<file path="src/rtl/kgp_pkg.sv">
// kgp_pkg -- definitions shared by the write-back stage and its data mux.
//   wb_sel_t   : write-back source select (ALU, MEM, LINK, NONE)
//   wb_state_t : write-back sequencing state (IDLE, WAIT_MEM)
//   is_load    : true when an accepted instruction must wait for load data
package kgp_pkg;

    typedef enum logic [1:0] {
        WB_SEL_ALU  = 2'b00,
        WB_SEL_MEM  = 2'b01,
        WB_SEL_LINK = 2'b10,
        WB_SEL_NONE = 2'b11
    } wb_sel_t;

    typedef enum logic {
        IDLE     = 1'b0,
        WAIT_MEM = 1'b1
    } wb_state_t;

    // A MEM-sourced instruction only waits for load data if it writes a register.
    function automatic logic is_load(input wb_sel_t sel, input logic reg_write);
        return reg_write && (sel == WB_SEL_MEM);
    endfunction

endpackage

</file>
<file path="src/rtl/wb_data_mux.sv">
// wb_data_mux -- combinational write-back source selection.
//   sel  : write-back source select
//   alu  : ALU result
//   mem  : load data
//   link : pc+4 link value
//   data : selected write data (zero for NONE)
module wb_data_mux
    import kgp_pkg::*;
#(
    parameter int DATA_W = 32
) (
    input  wb_sel_t           sel,
    input  logic [DATA_W-1:0] alu,
    input  logic [DATA_W-1:0] mem,
    input  logic [DATA_W-1:0] link,
    output logic [DATA_W-1:0] data
);

    always_comb begin
        // NOTE: default assignment first so every path drives data (no latch).
        data = '0;
        unique case (sel)
            WB_SEL_ALU:  data = alu;
            WB_SEL_MEM:  data = mem;
            WB_SEL_LINK: data = link;
            WB_SEL_NONE: data = '0;
        endcase
    end

endmodule

</file>
<file path="src/rtl/wb_stage.sv">
// wb_stage -- pipeline write-back stage with load-wait sequencing.
//   clk, rst                   : clock, synchronous active-high reset
//   in_valid / in_ready        : instruction offer / accept handshake
//   alu_result, pc_plus4       : ALU and link write-back sources
//   wb_sel, reg_write, rd      : write-back select, write enable, destination
//   mem_rdata, mem_rvalid      : load data and its single-cycle qualifier
//   rf_we, rf_waddr, rf_wdata  : register-file write port (one-cycle strobe)
//   busy                       : a load is outstanding
//   retired                    : wrapping count of committed instructions
module wb_stage
    import kgp_pkg::*;
#(
    parameter int DATA_W = 32,
    parameter int CNT_W  = 16
) (
    input  logic              clk,
    input  logic              rst,
    input  logic              in_valid,
    output logic              in_ready,
    input  logic [DATA_W-1:0] alu_result,
    input  logic [DATA_W-1:0] pc_plus4,
    input  logic [1:0]        wb_sel,
    input  logic              reg_write,
    input  logic [4:0]        rd,
    input  logic [DATA_W-1:0] mem_rdata,
    input  logic              mem_rvalid,
    output logic              rf_we,
    output logic [4:0]        rf_waddr,
    output logic [DATA_W-1:0] rf_wdata,
    output logic              busy,
    output logic [CNT_W-1:0]  retired
);

    wb_state_t         state;
    wb_sel_t           sel_in;
    wb_sel_t           mux_sel;
    logic [DATA_W-1:0] mux_data;
    logic [4:0]        load_rd;
    logic              accept;

    assign sel_in   = wb_sel_t'(wb_sel);
    assign in_ready = (state != WAIT_MEM);
    assign busy     = (state == WAIT_MEM);
    assign accept   = in_valid && in_ready;

    // While waiting, the only possible write source is the returning load data.
    assign mux_sel = (state == WAIT_MEM) ? WB_SEL_MEM : sel_in;

    wb_data_mux #(.DATA_W(DATA_W)) u_mux (
        .sel  (mux_sel),
        .alu  (alu_result),
        .mem  (mem_rdata),
        .link (pc_plus4),
        .data (mux_data)
    );

    // NOTE: sequential state uses non-blocking assignments only.
    always_ff @(posedge clk) begin
        if (rst) begin
            state    <= IDLE;
            rf_we    <= 1'b0;
            rf_waddr <= '0;
            rf_wdata <= '0;
            retired  <= '0;
            load_rd  <= '0;
        end else begin
            // rf_we is a one-cycle strobe; address and data hold between writes.
            rf_we <= 1'b0;
            unique case (state)
                IDLE: begin
                    if (accept) begin
                        if (is_load(sel_in, reg_write)) begin
                            load_rd <= rd;
                            state   <= WAIT_MEM;
                        end else begin
                            retired <= retired + CNT_W'(1);
                            // x0 is hard-wired: the write is dropped but still retires.
                            if (reg_write && sel_in != WB_SEL_NONE && rd != 5'd0) begin
                                rf_we    <= 1'b1;
                                rf_waddr <= rd;
                                rf_wdata <= mux_data;
                            end
                        end
                    end
                end
                WAIT_MEM: begin
                    if (mem_rvalid) begin
                        state   <= IDLE;
                        retired <= retired + CNT_W'(1);
                        if (load_rd != 5'd0) begin
                            rf_we    <= 1'b1;
                            rf_waddr <= load_rd;
                            rf_wdata <= mux_data;
                        end
                    end
                end
            endcase
        end
    end

endmodule

</file>
<file path="config.mk">
export PLATFORM = sky130hd
export DESIGN_NAME = wb_stage
export DESIGN_NICKNAME = d
export VERILOG_FILES = /design/src/rtl/kgp_pkg.sv /design/src/rtl/wb_data_mux.sv /design/src/rtl/wb_stage.sv
export SDC_FILE = /design/constraint.sdc
export NUM_CORES = 1
export LEC_CHECK = 0
export ABC_AREA = 1
export CORE_MARGIN = 5
export CORE_UTILIZATION = 35
export DETAILED_ROUTE_END_ITERATION = 8
export GPL_TIMING_DRIVEN = 0
export PLACE_DENSITY_LB_ADDON = 0.15
export SYNTH_ARGS = -nofsm -noshare
export SYNTH_HDL_FRONTEND = slang
export SYNTH_SLANG_ARGS = --single-unit
</file>
<file path="constraint.sdc">
create_clock -name clk -period 1.5 [get_ports clk]
set_input_delay 0.225 -clock clk [delete_from_list [all_inputs] [get_ports clk]]
set_output_delay 0.225 -clock clk [all_outputs]
set_load 0.03 [all_outputs]
</file>
==> key figures, run 1 <==
Status
  – Result of the run: finished clean

Logic synthesis
  – Adder-Cell Fraction of Synth Area: less than 1%
  – Top cells by count, synth: nand2_1, nor2_1, dfxtp_1
  – Post-synth EDFFs: 0
  – Syn_area_per_cell: approximately 6 sq um
  – Post-synth cell types: 26
  – Synth Instances: approximately 570
  – Most frequent cell after synthesis: nand2_1
  – Syn_nets: 676
  – Post-Synth XOR/XNOR Area: 1.02%
  – Ys flop type: dfxtp_1
  – Sequential area share after synthesis: around a third
  – Synth top area cells: dfxtp_1, nand2_1, nor2_1
  – Largest family of logic cells by synthesized area: simple AND/OR/NAND/NOR gates
  – Simple-gate portion of the synthesized area: a little under half
  – Yosys top cell by area: dfxtp_1
  – Mux cell area share after synthesis: roughly 1.5%
  – Synth warnings: 0
  – Compound-Gate Fraction of Synth Area: 5.53%
  – Asr flop ratio synth: 0%
  – Seq cells post-synth: 60
  – Cell Area, Synth: about 3400 sq um
  – Area share of the largest cell type after synthesis: between 30% and 40%

STA
  – Max Clock Freq: around 700 MHz
  – Tmin final: approximately 1.4 ns
  – Setup Viol. Count Final: 0
  – Max_slew headroom: approximately 58%
  – Worst-margin pin slew: between 0.6 and 0.7 ns
  – Crit share post-route: between 90% and 100%
  – Hold Slack: around 0.26 ns
  – Final Hold Vio Count: 0
  – Max Transition Viols Final: 0
  – Setup TNS: 0 ns
  – Worst Clk Skew: around 0.0075 ns
  – RSZ-0062 raised after global routing: true

Die
  – Initial core utilization: 35.5%
  – Num rows: 36
  – I/O pins: around 160
  – Die X: about 110 microns
  – Core area: roughly 9700 sq um
  – Die area: 11900 sq um
  – Die Height: ~110 microns

Clock network
  – CTS Buffer Depth: 2
  – Root Driver: clkbuf_8
  – CTS sink cnt: 60
  – Hold_buf cts: 0
  – Worst-Skew Late Latency: about 0.34 ns
  – CTS tree: done
  – H-tree levels: 3
  – Num CTS Buffers: 9
  – Reg clk slew, reported paths: 0.08 ns

Layout
  – Final std cells w/o fill: 886
  – Ant diodes: 0
  – Area growth syn-to-layout: 63.1%
  – Register area: approximately 1200 sq um
  – Final Util: roughly 58%
  – Layout cell share with drive strength beyond 1: 10.9%
  – Nets: ~860
  – Multi-input combinational cell area: around 2000 sq um
  – # fillers: 968

Place
  – Placed insts: about 860
  – PortBufs: around 160
  – GPL Wtd Cong: 0.846
  – DP Wirelength: 9280 microns

Worst setup path
  – R2R Setup Slk: between 0.07 and 0.08 ns
  – CP Max Fanout: 7
  – Slowest stage delay, CP: between 0.3 and 0.4 ns
  – Crit-path cells: nor2_4, inv_2, nor2_4, nand2_2, nand2_4, nand2_8, clkbuf_16, nand2_1, nand2_1, nor2_1
  – Critical Path End Type: register
  – Delay-heaviest family, CP: simple AND/OR/NAND/NOR gates
  – Setup CP Type: reg -> reg
  – Startpoint Class: register
  – Critical Path Slowest Stage Cell: dfxtp_4
  – Worst Path Arrival: between 1.5 and 2 ns
  – Buffers & Inverters on Critical Path: 2
  – Critical path required time: between 1.5 and 2 ns

Power
  – Leak: between 2 and 3 nW
  – VDD IR max: around 370 uV
  – Power Density: about 750 nW/um^2
  – Tot Pwr: 4.19 mW

Routing
  – Initial DRC count: approximately 220
  – Total wire length: around 12000 microns
  – Antenna violation net count after detailed routing: 0
  – Residual DRC: 0
  – Via Count: slightly above 4000
  – Iteration count of the initial detailed-routing pass: 4
  – Via density: ~4.6
  – WL per Instance: between 10 and 15 microns

Flow run
  – Max Cap Viol: 0

GRT
  – Pin count of the biggest net entering global routing: 11
  – GRT met2 Usage: between 30 and 40%
  – All-layer global routing usage: approximately a fifth
  – Busiest layer in global routing: met2
  – Number of global-route vias before repair: 3884
  – Initial antenna violation count: 0
  – Global-route wire length before repair: 18500 microns
  – Global Route met1 Usage: 24.7%
  – Grt ovf: 0
  – GR Util met3: 4.56%

Hold path
  – Worst min path class: in -> reg
[cell families (layout without fill, tap and decap cells)]
family | count (synthesis) | count (layout)
AOI/OAI and AO/OA | 38 | 38
adders and majority gates | 1 | 1
buffers and inverters | 78 | 263
and+or+nand+nor | 381 | 382
xor gates and xnor gates | 4 | 4
muxes | 5 | 5
DFF | 60 | 60
[worst reg2reg max path, cell delays in order (launching register included)]
cell and delay, ns:
dfxtp_4 0.37, nor2_4 0.15, inv_2 0.06, nor2_4 0.10, nand2_2 0.07, nand2_4 0.14, nand2_8 0.12, clkbuf_16 0.17
nand2_1 0.05, nand2_1 0.04, nor2_1 0.10
[registers in the layout, indices dropped and copies added (netlist names)]
name,flops
retired,16
rf_we,1
rf_wdata,32
load_rd,5
busy,1
rf_waddr,5
[where the power goes]
| part | total [mW] | switching (mW) | leakage (nW) | internal [mW] |
|---|---|---|---|---|
| Sequential | 1.70 | 0.0396 | 0.491 | 1.66 |
| Combinational | 1.08 | 0.566 | 2.12 | 0.519 |
| Clock | 1.41 | 0.646 | 0.0931 | 0.760 |
| Total | 4.19 | 1.25 | 2.70 | 2.94 |
[area by class of cell]
type | instances | area share, %
multi-input cells | 430 | 35.1
repair buffers | 169 | 29.7
flip-flops and latches | 60 | 21.6
inverters | 54 | 3.80
plain buffers | 24 | 3.57
well taps | 133 | 2.97
clock buffers | 11 | 2.34
clock inverters | 5 | 0.938
[per-layer routing]
metal | vias to the layer above | wire [microns]
li1 | 2104 | -
met1 | 1793 | 5490
met2 | 141 | 5560
met3 | 13 | 992
met4 | 0 | 193
met5 | - | 0
[placed cells by master, fill, tap and decap left out, types with 4 or more instances in the layout]
master           Yosys  final
nor2_2               2      8
inv_1               49     48
a21oi_1             19     19
nand2_2              8     16
clkbuf_8             0      9
o21ai_0             16     16
nor2_1             116    108
nand4_1              5      5
mux2i_1              5      5
dlygate4sd2_1        0     56
buf_8                0      4
nand3_1             44     44
nand2_1            197    187
dfxtp_1             60     56
nand2_4              3      4
buf_4                4      8
nor2_4               2      4
clkbuf_1             8     10
buf_6                7      6
clkdlybuf4s50_1      0    104
[path summary, 6_finish.rpt]
kind	cells past startpoint	startpoint	end
hold reg to reg	2	rf_wdata[27]	rf_wdata[27]
hold / removal	2	rst	retired[6]
setup reg to reg	10	busy	rf_wdata[20]
setup / recovery	10	busy	rf_wdata[20]
[per-stage QoR]
| step | worst slack [ns] | cell area [sq um] |
|---|---|---|
| finish | 0.0724 | 5600 |
| detailed placement | -0.615 | 5230 |
| global route | -0.0461 | 5600 |
| global placement | -0.611 | 5230 |
| CTS | 0.0225 | 5370 |
| floorplan | 0.0126 | 3440 |
[what timing repair did]
item / 4_1_cts / 5_1_grt
setup buffers: 2 / 2
setup endpoints to repair: 96 / 50
hold endpoints to repair: 0 / 0
pin swaps: 2 / 13
cloned: 0 / 4
resized for setup: 62 / 44
Note: power is estimated with default switching activity, not from simulation.
==> run 2: changes to the inputs <==
--- a/config.mk
+++ b/config.mk
@@ -5,7 +5,6 @@
 export SDC_FILE = /design/constraint.sdc
 export NUM_CORES = 1
 export LEC_CHECK = 0
-export ABC_AREA = 1
 export CORE_MARGIN = 5
 export CORE_UTILIZATION = 35
 export DETAILED_ROUTE_END_ITERATION = 8
==> run 2 against run 1 <==
Against the previous run:
- the flow now finishes with violations (negative setup slack)
- area after synthesis is 10% lower
- critical path depth is 6 lower
- maximum frequency is 19% lower
- critical endpoint is now retired[11]
- critical path type unchanged
- first-iteration DRC count is 59% lower
==> key figures, run 2 <==
GRT
  – Initial antenna violation count: 0 (unchanged)
  – Pin count of the biggest net entering global routing: 11 (unchanged)
  – All-layer global routing usage: 19.0% (-0.81 points)
  – Number of global-route vias before repair: 3475 (-11%)
  – Global-route wire length before repair: 17100 microns (-7.7%)
  – Grt ovf: 0 (unchanged)

Logic synthesis
  – Ys flop type: dfxtp_1
  – Mux cell area share after synthesis: 14.7% (+13 points)
  – Syn_nets: 478 (-29%)
  – Area share of the largest cell type after synthesis: 39.0% (+4.1 points)
  – Seq cells post-synth: 60 (unchanged)
  – Top cells by count, synth: dfxtp_1, nor2_1, a21oi_1, mux2i_1, nor3_1
  – Most frequent cell after synthesis: dfxtp_1
  – Synth Instances: 369 (-35%)
  – Simple-gate portion of the synthesized area: 21.1% (-25 points)
  – Synth warnings: 0 (unchanged)
  – Compound-Gate Fraction of Synth Area: 18.6% (+13 points)
  – Syn_area_per_cell: 8.34 sq um (+38%)
  – Adder-Cell Fraction of Synth Area: 0.406% (+0.042 points)
  – Synth top area cells: dfxtp_1, mux2i_1, a211oi_1
  – Post-synth cell types: 35 (+35%)
  – Cell Area, Synth: 3080 sq um (-10%)
  – Post-Synth XOR/XNOR Area: 1.42% (+0.40 points)
  – Sequential area share after synthesis: 39.0% (+4.1 points)
  – Yosys top cell by area: dfxtp_1
  – Asr flop ratio synth: 0% (unchanged)
  – Post-synth EDFFs: 0 (unchanged)
  – Largest family of logic cells by synthesized area: simple AND/OR/NAND/NOR gates

Clock network
  – CTS sink cnt: 60 (unchanged)
  – Reg clk slew, reported paths: 0.07 ns (about the same)
  – CTS Buffer Depth: 2 (unchanged)
  – H-tree levels: 3 (unchanged)
  – Worst-Skew Late Latency: 0.33 ns (about the same)
  – Hold_buf cts: 0 (unchanged)
  – Root Driver: clkbuf_8
  – CTS tree: done
  – Num CTS Buffers: 9 (unchanged)

Layout
  – Commonest cells after routing, fill and taps aside: clkdlybuf4s50_1, dlygate4sd2_1, dfxtp_1, nor2_1, mux2i_1
  – Area growth syn-to-layout: 79.6%
  – Final Util: 64.0% (+6.2 points)
  – # fillers: 773 (-20%)
  – Largest regs: rf_wdata x32, retired x16
  – Final std cells w/o fill: 673 (-24%)
  – Final instance area: 5530 sq um (-1.3%)
  – Nets: 669 (-22%)
  – Register area: 1210 sq um (+0.21%)
  – Biggest register: rf_wdata
  – Most common cell after layout, fill and taps aside: clkdlybuf4s50_1
  – Max reg flops: 32 (unchanged)
  – Ant diodes: 0 (unchanged)
  – Multi-input combinational cell area: 1880 sq um (-4.4%)
  – Layout cell share with drive strength beyond 1: 16.1% (+5.2 points)

Routing
  – Iteration count of the initial detailed-routing pass: 4 (unchanged)
  – Initial DRC count: 91 (-59%)
  – Total wire length: 10700 microns (-13%)
  – Residual DRC: 0 (unchanged)
  – Via density: 5.18 (+13%)
  – WL per Instance: 15.9 microns (+15%)
  – Antenna violation net count after detailed routing: 0 (unchanged)
  – Via Count: 3487 (-14%)

Die
  – Die Height: 104 microns (-4.9%)
  – Num rows: 34 (-5.6%)
  – I/O pins: 164 (unchanged)
  – Die area: 10800 sq um (-9.5%)
  – Core area: 8640 sq um (-11%)
  – Die X: 104 microns (-4.9%)
  – Initial core utilization: 35.7% (+0.17 points)

Worst setup path
  – Critical Path End Type: register
  – Worst Path Arrival: 2.03 ns (+0.33 ns)
  – Reg2Reg Depth: 4 (-6)
  – Critical path required time: 1.77 ns (about the same)
  – Setup CP Type: reg -> reg
  – Setup crit end: retired[11]
  – Critical path origin: busy
  – R2R Setup Slk: -0.27 ns (-0.34 ns)
  – Startpoint Class: register
  – RR Endpoint: retired[11]
  – CP Max Fanout: 8 (+1)
  – R2r startpoint: busy

Place
  – Placed Area: 4880 sq um (-6.7%)
  – PortBufs: 161 (-0.62%)
  – Place WS: -0.900 ns (-0.285 ns)
  – GPL Wtd Cong: 0.792 (-6.4%)
  – Placed insts: 638 (-26%)
  – DP Wirelength: 7800 microns (-16%)

Power
  – Int Pwr: 3.29 mW (+12%)
  – Leak: 2.32 nW (-14%)
  – Clock group share of total power: 39.1% (+5.6 points)
  – Gate power share: 22.7% (-3.2 points)
  – Seq pwr share: 38.2% (-2.4 points)
  – Switching pwr: 1.15 mW (-8.2%)
  – VDD IR max: 380 uV (+3.4%)
  – Power Density: 804 nW/um^2 (+7.4%)
  – Sw frac: 25.9% (-4.0 points)

STA
  – Tmin final: 1.77 ns (+0.338 ns)
  – Crit share post-route: 118% (+23 points)
  – Setup TNS: -7.54 ns (-7.54 ns)
  – Worst Clk Skew: 0.0109 ns (+0.00342 ns)
  – Worst-margin pin slew: 0.706 ns (+0.0777 ns)
  – Final setup margin: -0.266 ns (-0.338 ns)
  – Max Clock Freq: 566 MHz (-19%)
  – RSZ-0062 raised after global routing: true
  – Setup Viol. Count Final: 48 (+48)
  – Max_slew headroom: 52.9% (-5.2 points)
  – Max Transition Viols Final: 0 (unchanged)
  – Final Hold Vio Count: 0 (unchanged)

Flow run
  – Max Cap Viol: 0 (unchanged)

Status
  – Failing checks: negative setup slack
  – Result of the run: finished, violations left

Hold path
  – Min-Delay Path Depth: 3 (+1)
  – Worst min path class: in -> reg
run 2: cell types whose count changed after synthesis, moves of 5 or more:
cell / before / now
mux2i_1: 5 / 43
a211oi_1: 0 / 39
or3_1: 0 / 5
inv_1: 49 / 3
nor3_1: 1 / 40
buf_6: 7 / 0
a21oi_1: 19 / 43
nor2_1: 116 / 48
nand2_2: 8 / 0
o21ai_0: 16 / 1
nand3_1: 44 / 4
nand2_1: 197 / 8
clkbuf_1: 8 / 28
run 2: cell type report:
type | instances | share of cell area (%)
plain buffers | 30 | 5.63
clock buffers | 11 | 2.38
clock inverters | 5 | 1.81
inverters | 4 | 0.317
multi-input cells | 272 | 34.0
flip-flops and latches | 60 | 21.9
well taps | 108 | 2.44
repair buffers | 183 | 31.5
run 2: power by group through the flow:
stage	clock network, mW	logic [mW]	registers [mW]
floorplan	0	0.341	1.86
detailed placement	0	0.960	1.74
finish	1.74	1.01	1.70
global route	1.84	1.09	1.71
global placement	0	0.951	1.73
CTS	1.77	1.00	1.70
run 2: logic make-up (layout without fill, tap and decap cells):
kind of cell,after synthesis,count (layout)
and+or+nand+nor,129,129
AOI/OAI and AO/OA,92,92
DFF,60,60
muxes,45,45
buffers and inverters,37,233
xor gates and xnor gates,5,5
adders and majority gates,1,1
run 2: stage by stage:
stage | hold WS (ns) | power, mW
global route | 0.397 | 4.64
floorplan | 0.372 | 2.20
global placement | 0.466 | 2.68
finish | 0.349 | 4.44
detailed placement | 0.483 | 2.70
CTS | 0.341 | 4.47
run 2: metal layers:
layer	track usage, %	share of wire [%]
met3	6.16	7.3
met5	0	0
met1	22.2	41
met2	32.2	49
met4	7.40	2.3
run 2: worst min-delay path by stage:
stage / startpoint / endpoint / slack, ns
4_1_cts: rd[0] / load_rd[0] / 0.34
2_1_floorplan: rd[0] / load_rd[0] / 0.37
3_5_place_dp: retired[15] / retired[15] / 0.48
5_1_grt: rst / retired[9] / 0.40
6_report: rst / retired[9] / 0.35
3_3_place_gp: retired[15] / retired[15] / 0.47
run 2: worst max-delay path, stage by stage, from the launching register on:
cell	delay, ns
dfxtp_4	0.36
mux2i_4	0.19
or4_4	0.58
or4_4	0.44
a21oi_2	0.13
run 2: what timing repair did:
item	4_1_cts	5_1_grt
endpoints found under the setup margin	110	52
gates cloned	3	0
setup buffers	18	2
hold endpoints to repair	0	0
resized for setup	117	25
pin swaps	29	19
==> run 3: changes to the inputs <==
--- a/config.mk
+++ b/config.mk
@@ -8,8 +8,10 @@
 export CORE_MARGIN = 5
 export CORE_UTILIZATION = 35
 export DETAILED_ROUTE_END_ITERATION = 8
+export GPL_ROUTABILITY_DRIVEN = 0
 export GPL_TIMING_DRIVEN = 0
 export PLACE_DENSITY_LB_ADDON = 0.15
 export SYNTH_ARGS = -nofsm -noshare
 export SYNTH_HDL_FRONTEND = slang
+export SYNTH_HIERARCHICAL = 1
 export SYNTH_SLANG_ARGS = --single-unit
==> constraint.sdc (replaced) <==
create_clock -name clk -period 1.8 [get_ports clk]
set_input_delay 0.27 -clock clk [delete_from_list [all_inputs] [get_ports clk]]
set_output_delay 0.27 -clock clk [all_outputs]
set_load 0.03 [all_outputs]
==> run 3 against run 2 <==
Against the previous run:
- the flow still finishes with violations (negative setup slack)
- via count grew 3.8%
- final cell count is 1.8% higher
- combinational power fell by 20%
- synthesized cell count is 0.27% higher
- largest power group is now registers
- worst hold slack better by 0.11 ns
- critical path type unchanged
- critical endpoint is now rf_wdata[5]
==> key figures, run 3 <==
Worst setup path
  – R2r startpoint: load_rd[0]
  – Setup CP Type: reg -> reg
  – CP Max Fanout: 10 (+2)
  – Worst Path Arrival: 2.01 ns (-0.02 ns)
  – Critical Path End Type: register
  – Reg2Reg Depth: 6 (+2)
  – R2R Setup Slk: -0.01 ns (+0.25 ns)
  – Startpoint Class: register
  – RR Endpoint: rf_wdata[5]
  – Critical path required time: 2.00 ns (+0.23 ns)

Layout
  – Most common cell after layout, fill and taps aside: clkdlybuf4s50_1
  – Nets: 656 (-1.9%)
  – Biggest register: rf_wdata
  – Ant diodes: 0 (unchanged)
  – Layout cell share with drive strength beyond 1: 18.5% (+2.4 points)
  – Area growth syn-to-layout: 64.2%
  – Largest regs: rf_wdata x32, retired x16
  – Commonest cells after routing, fill and taps aside: clkdlybuf4s50_1, dfxtp_1, a21oi_1, nand3_1, mux2i_1
  – Final Util: 58.1% (-5.9 points)
  – Final std cells w/o fill: 685 (+1.8%)
  – Max reg flops: 32 (unchanged)

Die
  – Initial core utilization: 35.4% (-0.26 points)
  – Die Height: 109 microns (+5.0%)
  – Num rows: 36 (+5.9%)
  – Die area: 11900 sq um (+10%)
  – I/O pins: 164 (unchanged)
  – Die X: 109 microns (+5.0%)
  – Core area: 9680 sq um (+12%)

Place
  – PortBufs: 162 (+0.62%)
  – Placed insts: 665 (+4.2%)
  – DP Wirelength: 9380 microns (+20%)

Clock network
  – Hold_buf cts: 0 (unchanged)
  – Reg clk slew, reported paths: 0.07 ns (about the same)
  – Num CTS Buffers: 9 (unchanged)
  – Worst-Skew Late Latency: 0.33 ns (about the same)
  – CTS tree: done
  – CTS sink cnt: 60 (unchanged)
  – Root Driver: clkbuf_8
  – H-tree levels: 3 (unchanged)
  – CTS Buffer Depth: 2 (unchanged)

Routing
  – Iteration count of the initial detailed-routing pass: 5 (+1)
  – Total wire length: 12100 microns (+13%)
  – Via Count: 3619 (+3.8%)
  – WL per Instance: 17.6 microns (+11%)
  – Initial DRC count: 141 (+55%)
  – Via density: 5.28 (+2.0%)
  – Antenna violation net count after detailed routing: 0 (unchanged)
  – Residual DRC: 0 (unchanged)

STA
  – Setup Viol. Count Final: 1 (-98%)
  – Final setup margin: -0.0114 ns (+0.254 ns)
  – Max Clock Freq: 552 MHz (-2.5%)
  – Max_slew headroom: 58.6% (+5.7 points)
  – Worst-margin pin slew: 0.619 ns (-0.0878 ns)
  – Final Hold Vio Count: 0 (unchanged)
  – Tmin final: 1.81 ns (+0.0458 ns)
  – RSZ-0062 raised after global routing: true
  – Hold Slack: 0.462 ns (+0.113 ns)
  – Max Transition Viols Final: 0 (unchanged)
  – Worst Clk Skew: 0.00518 ns (-0.00576 ns)
  – Crit share post-route: 101% (-17 points)

Power
  – VDD IR max: 315 uV (-17%)
  – Leak: 2.03 nW (-12%)
  – Power Density: 613 nW/um^2 (-24%)
  – Tot Pwr: 3.45 mW (-22%)

GRT
  – Global-route wire length before repair: 18800 microns (+9.9%)
  – All-layer global routing usage: 20.3% (+1.3 points)
  – GR Util met3: 4.62% (-1.5 points)
  – Grt ovf: 0 (unchanged)
  – Busiest layer in global routing: met2
  – Initial antenna violation count: 0 (unchanged)
  – Pin count of the biggest net entering global routing: 12 (+1)
  – GRT met2 Usage: 33.8% (+1.6 points)
  – Number of global-route vias before repair: 3588 (+3.3%)
  – Global Route met1 Usage: 25.9% (+3.8 points)

Logic synthesis
  – Cell Area, Synth: 3430 sq um (+11%)
  – Syn_nets: 479 (+0.21%)
  – Post-synth EDFFs: 0 (unchanged)
  – Top cells by count, synth: dfxtp_1, a21oi_1, mux2i_1
  – Post-synth cell types: 45 (+29%)
  – Ys flop type: dfxtp_1
  – Syn_area_per_cell: 9.27 sq um (+11%)
  – Synth Instances: 370 (+0.27%)
  – Area share of the largest cell type after synthesis: 35.0% (-4.0 points)
  – Yosys top cell by area: dfxtp_1
  – Sequential area share after synthesis: 35.0% (-4.0 points)
  – Synth warnings: 6 (+6)
  – Asr flop ratio synth: 0% (unchanged)
  – Most frequent cell after synthesis: dfxtp_1
  – Synth top area cells: dfxtp_1, mux2i_1, a21oi_1
  – Seq cells post-synth: 60 (unchanged)

Hold path
  – Hold Path Origin: rf_wdata[20]
  – Hold Crit Endpoint: rf_wdata[20]
  – Min-Delay Path Depth: 2 (-1)
  – Worst min path class: reg -> reg

Status
  – Result of the run: finished, violations left
  – Failing checks: negative setup slack

Flow run
  – Max Cap Viol: 0 (unchanged)
## run 3: final cells by class
cell class / count / area (sq um)
timing repair buffer: 167 / 1660
fill: 884 / 4050
multi-input combinational: 270 / 2060
tap: 133 / 166
sequential: 60 / 1210
clock buffer: 11 / 151
buffer: 37 / 308
clock inverter: 5 / 58.8
inverter: 2 / 7.51
## run 3: cell families after synthesis
family / share of synthesized area, %
DFF: 35.0
and+or+nand+nor: 17.9
muxes: 11.5
buffers and inverters: 8.14
xor gates and xnor gates: 1.53
adders and majority gates: 0.365
AOI/OAI and AO/OA: 25.5
## run 3: per-layer routing
metal / vias up / wire (microns)
met5: - / 0
met4: 0 / 249
met3: 19 / 861
met2: 129 / 5820
met1: 1713 / 5140
li1: 1758 / -
## run 3: where the power goes
group / internal [mW] / switching, mW
Clock: 0.717 / 0.542
Combinational: 0.446 / 0.361
Sequential: 1.36 / 0.0256
## run 3: critical path: stages, from the launching register on
cell	delay, ns
dfxtp_2	0.33
or4_4	0.54
o211a_1	0.23
buf_6	0.14
buf_6	0.14
o21ai_1	0.19
a21oi_1	0.09
## run 3: worst max path at each step
stage | from | to | cells after the start
after global routing | load_rd[0] | rf_wdata[9] | 6
after global placement | wb_sel[1] | rf_wdata[0] | 8
after CTS | load_rd[0] | rf_wdata[8] | 6
after detailed placement | rd[4] | rf_wdata[15] | 7
final | load_rd[0] | rf_wdata[5] | 6
after floorplan | busy | rf_wdata[30] | 10
## run 3: timing repair
action,in CTS,in global routing
resized for setup,9,43
endpoints found under the hold margin,0,0
pin swaps,1,1
setup buffers,2,3
endpoints found under the setup margin,33,45
## run 3: stage by stage
step | setup slack [ns] | TNS (ns) | instance area (sq um)
after CTS | 0.00347 | 0 | 5480
after global routing | -0.0467 | -0.546 | 5630
after global placement | -0.355 | -12.55 | 5240
final | -0.0114 | -0.0114 | 5630
after floorplan | 0.0556 | 0 | 3460
after detailed placement | -0.401 | -13.90 | 5240
